## config.mk

```make
export PLATFORM = sky130hd
export DESIGN_NAME = chain_addsub
export DESIGN_NICKNAME = d
export VERILOG_FILES = /design/src/rtl/chain_addsub.sv
export SDC_FILE = /design/constraint.sdc
export NUM_CORES = 1
export LEC_CHECK = 0
export CORE_ASPECT_RATIO = 1.1
export CORE_MARGIN = 3
export CORE_UTILIZATION = 50
export DETAILED_ROUTE_END_ITERATION = 8
export PLACE_DENSITY = 0.91
export SYNTH_ARGS = -nofsm -noshare
export SYNTH_HDL_FRONTEND = slang
export SYNTH_SLANG_ARGS = --single-unit
```

## constraint.sdc

```tcl
create_clock -name clk -period 7.15 [get_ports clk]
set_input_delay 1.43 -clock clk [delete_from_list [all_inputs] [get_ports clk]]
set_output_delay 1.43 -clock clk [all_outputs]
set_load 0.05 [all_outputs]
```

## src/rtl/chain_addsub.sv

```systemverilog
// Multi-precision add/subtract unit: one W-bit word per beat, LS word first,
// with carry chaining between beats and a stored carry/borrow flag between operations.
module chain_addsub #(
  parameter int W         = 8,
  parameter int MAX_WORDS = 4
) (
  input  logic         clk,
  input  logic         rst_n,
  input  logic         in_valid,
  output logic         in_ready,
  input  logic [W-1:0] in_a,
  input  logic [W-1:0] in_b,
  input  logic         in_first,
  input  logic         in_last,
  input  logic         in_sub,
  input  logic         in_use_cf,
  output logic         out_valid,
  input  logic         out_ready,
  output logic [W-1:0] out_sum,
  output logic         out_last,
  output logic         out_co,
  output logic         out_zero,
  output logic         out_ovf,
  output logic         cflag,
  output logic         err
);

  localparam int CW = $clog2(MAX_WORDS + 1);

  typedef enum logic {IDLE, RUN} state_t;

  state_t        state, state_nxt;
  logic [CW-1:0] count, count_nxt;

  logic          sub_q, carry_q, zero_q;
  logic          accept, start, eff_sub, ci, raw_co, co;
  logic          forced_last, is_last, zero_now, ovf, proto_err;
  logic [W-1:0]  b_eff, sum;

  assign in_ready = ~out_valid | out_ready;
  assign accept   = in_valid & in_ready;

  // A beat starts a new operation when nothing is running or when it claims to be first.
  assign start   = (state == IDLE) | in_first;
  assign eff_sub = start ? in_sub : sub_q;
  assign b_eff   = eff_sub ? ~in_b : in_b;
  assign ci      = start ? (in_sub ^ (in_use_cf & cflag)) : carry_q;

  assign {raw_co, sum} = {1'b0, in_a} + {1'b0, b_eff} + {{W{1'b0}}, ci};
  assign co            = eff_sub ^ raw_co;

  assign forced_last = (state == RUN) & ~in_first & ~in_last & (count == CW'(MAX_WORDS - 1));
  assign is_last     = in_last | forced_last;
  assign zero_now    = (sum == '0) & (start | zero_q);
  assign ovf         = is_last & (in_a[W-1] == b_eff[W-1]) & (sum[W-1] != in_a[W-1]);
  assign proto_err   = ((state == IDLE) & ~in_first) | ((state == RUN) & in_first) | forced_last;

  always_ff @(posedge clk) begin
    if (!rst_n) begin
      state <= IDLE;
      count <= '0;
    end else begin
      state <= state_nxt;
      count <= count_nxt;
    end
  end

  always_comb begin
    state_nxt = state;
    count_nxt = count;
    if (accept) begin
      if (is_last) begin
        state_nxt = IDLE;
        count_nxt = '0;
      end else if (start) begin
        state_nxt = RUN;
        count_nxt = CW'(1);
      end else begin
        state_nxt = RUN;
        count_nxt = count + CW'(1);
      end
    end
  end

  // Single-entry output register; it only reloads when the previous word is taken.
  always_ff @(posedge clk) begin
    if (!rst_n) begin
      out_valid <= 1'b0;
      out_sum   <= '0;
      out_last  <= 1'b0;
      out_co    <= 1'b0;
      out_zero  <= 1'b0;
      out_ovf   <= 1'b0;
      cflag     <= 1'b0;
      err       <= 1'b0;
      sub_q     <= 1'b0;
      carry_q   <= 1'b0;
      zero_q    <= 1'b0;
    end else if (accept) begin
      out_valid <= 1'b1;
      out_sum   <= sum;
      out_last  <= is_last;
      out_co    <= co;
      out_zero  <= zero_now;
      out_ovf   <= ovf;
      carry_q   <= raw_co;
      zero_q    <= zero_now;
      if (start)     sub_q <= in_sub;
      if (is_last)   cflag <= co;
      if (proto_err) err   <= 1'b1;
    end else if (out_ready) begin
      out_valid <= 1'b0;
    end
  end

endmodule
```

==> impl_metrics.env <==
export IMPL_syn_nets=188
export IMPL_gr_total_overflow=0
export IMPL_synth_cell_types=38
export IMPL_drtIter0Drc=23
export IMPL_htreeDepth=1
export IMPL_cts_num_sinks=21
export IMPL_cts_repair_resized=0
export IMPL_syn_cell_area_um2=1350
export IMPL_ios=40
export IMPL_fmax_ghz=0.221
export IMPL_yosys_warnings=0
export IMPL_syn2layout_area_growth_pct=30.9
export IMPL_drc=0
export IMPL_postCtsHoldBufs=0
export IMPL_core_area_um2=2540
export IMPL_synth_top_cell_by_area="dfxtp_1"
export IMPL_setup_viol=0
export IMPL_final_nets=227
export IMPL_cts_buffer_depth=2
export IMPL_yosysMostFrequentCell="dfxtp_1"
export IMPL_final_cells=221
export IMPL_clk_latency_ps=310
export IMPL_fillerInstances=216
export IMPL_die_area_um2=3360
export IMPL_grt_pass1_wl_mm=4.98
export IMPL_cts_tree="yes"
export IMPL_clockRootBuffer="clkbuf_4"
export IMPL_end_kind="register"
export IMPL_synth_edf_count=0
export IMPL_die_h_um=60.5
export IMPL_wire_per_inst_um=14.0
export IMPL_ant_nets=0
export IMPL_hold_viol_final=0
export IMPL_clk_pin_slew_ps=120
export IMPL_avgSynthCellArea_um2=8.89
export IMPL_yosysSeqAreaShare_pct=31.1
export IMPL_dp_cells=217
export IMPL_power_density_nw_per_um2=202
export IMPL_status="complete, no violations"
export IMPL_grt_usage_pct=18.5
export IMPL_yosysTopAreaCellShare_pct=31.1
export IMPL_hp_class="register to register"
export IMPL_peakVddDrop_uv=119
export IMPL_crit_type="input port to register"
export IMPL_n_antenna_cell=0
export IMPL_place_gp_congestion=0.846
export IMPL_numCtsBuffers=3
export IMPL_antenna_found_initial=0
export IMPL_total_power_w=0.000358
export IMPL_synth_area_leaders="dfxtp_1, ha_1, xnor2_1"
export IMPL_yosys_register_bits=21
export IMPL_drive_gt1_share_pct=3.16
export IMPL_postCtsSetupRepairBufs=0
export IMPL_cp_max_fo=11
export IMPL_placementRows=19
export IMPL_grt_max_degree=22
export IMPL_io_buffers=39
export IMPL_critPathLaunchType="input port"
export IMPL_cap_viol_max_count=0
export IMPL_arrival_ps=4780
export IMPL_initial_utilization_pct=53.1
export IMPL_via_count=1232
export IMPL_min_period_over_period_pct=63.3
export IMPL_finalMaxSlewViolations=0
export IMPL_p_leak_nw=0.749
export IMPL_yosys_top_cells_count="dfxtp_1, nand2_1, nor2_1, ha_1, xnor2_1"
export IMPL_synth_top_flop_cell="dfxtp_1"
export IMPL_fin_skew_ps=1.10
export IMPL_via_per_inst=5.57
export IMPL_rsz0062_at_grt="no"
export IMPL_required_ps=7400
export IMPL_min_period_ps=4530
export IMPL_relSlewSlack_pct=54.2
export IMPL_synthCells=152
export IMPL_grt_pass1_vias=1177
export IMPL_dp_hpwl_mm=2.43
export IMPL_firstDrtPassIters=4
export IMPL_synthArstFlopShare_pct=0
export IMPL_die_x_um=55.6
export IMPL_totalWireLength_mm=3.09
export IMPL_setup_tns_ps=0
export IMPL_tightestPinTransition_ps=687
registers in the layout, indices dropped and copies added (netlist names):
name       flops
carry_q        1
cflag          1
state          1
out_valid      1
out_co         1
out_sum        8
count          3
out_ovf        1
out_last       1
sub_q          1
err            1
zero_q         1
where the power goes:
group | internal [W] | switching (W)
clock network | 0.0000218 | 0.0000377
logic | 0.0000711 | 0.0000928
registers | 0.000128 | 0.00000618
total | 0.000221 | 0.000137
cell type report:
type,count,area (um2),area share [%]
multi-input combinational,116,852,48.2
sequential,21,420,23.8
timing repair buffer,40,398,22.5
tap,31,38.8,2.19
inverter,9,33.8,1.91
clock buffer,4,26.3,1.49
placed cells by master (no fill, tap or decap), types with 2 or more instances in the layout:
master and count:
a21boi_0 5, a22oi_1 2, and2_1 3, clkbuf_4 3, clkdlybuf4s50_1 39, dfxtp_1 21, fa_1 2, ha_1 10
inv_1 9, mux2i_1 5, nand2_1 14, nand2b_1 2, nand3_1 3, nor2_1 13, nor2b_1 7, o211a_1 4
o21a_1 5, o21ai_0 5, o21ai_1 3, o31a_1 2, or4_1 2, xnor2_1 10, xor2_1 5
final timing paths:
check,from,endpoint,slack (ps),cells past startpoint
max,in_first,zero_q,2620,14
min,out_last,out_last,480,2
max reg2reg,state,zero_q,3820,12
min reg2reg,out_last,out_last,480,2
cells by family (layout without fill, tap and decap cells):
| family | after synthesis | count (layout) | synth area share, % |
|---|---|---|---|
| compound gates | 35 | 35 | 19.2 |
| xor+xnor | 15 | 15 | 9.72 |
| fa+ha+maj | 12 | 12 | 12.2 |
| buf+inv | 15 | 53 | 5.83 |
| flops | 21 | 21 | 31.1 |
| mux | 5 | 5 | 3.70 |
| simple gates | 49 | 49 | 18.2 |
per-stage QoR:
stage | instance area, um2 | setup WS (ps) | util, % | hold slack (ps)
5_1_grt | 1770 | 2390 | 69.6 | 507
3_5_place_dp | 1740 | 2330 | 68.5 | 468
4_1_cts | 1770 | 2630 | 69.6 | 485
6_report | 1770 | 2620 | 69.6 | 479
3_3_place_gp | 1740 | 2460 | 68.5 | 451
2_1_floorplan | 1350 | 2910 | - | 445
layer usage:
metal  track usage [%]  vias to the layer above  wire length (um)
met5                 0                        -                 0
met4              7.99                        0                44
met3              2.77                        6               147
met2              37.5                       39              1630
met1              19.1                      585              1260
li1                  -                      602                 -
critical path, cell delays in order:
cell	delay, ps
clkdlybuf4s50_1	400
inv_1	50
ha_1	290
mux2i_1	220
buf_4	230
xor2_1	110
fa_1	450
fa_1	430
nor2b_1	180
o2111ai_1	140
nand2_1	110
xor2_1	70
or4_1	510
o21ai_1	150
Power figures use the tool's default switching activity.
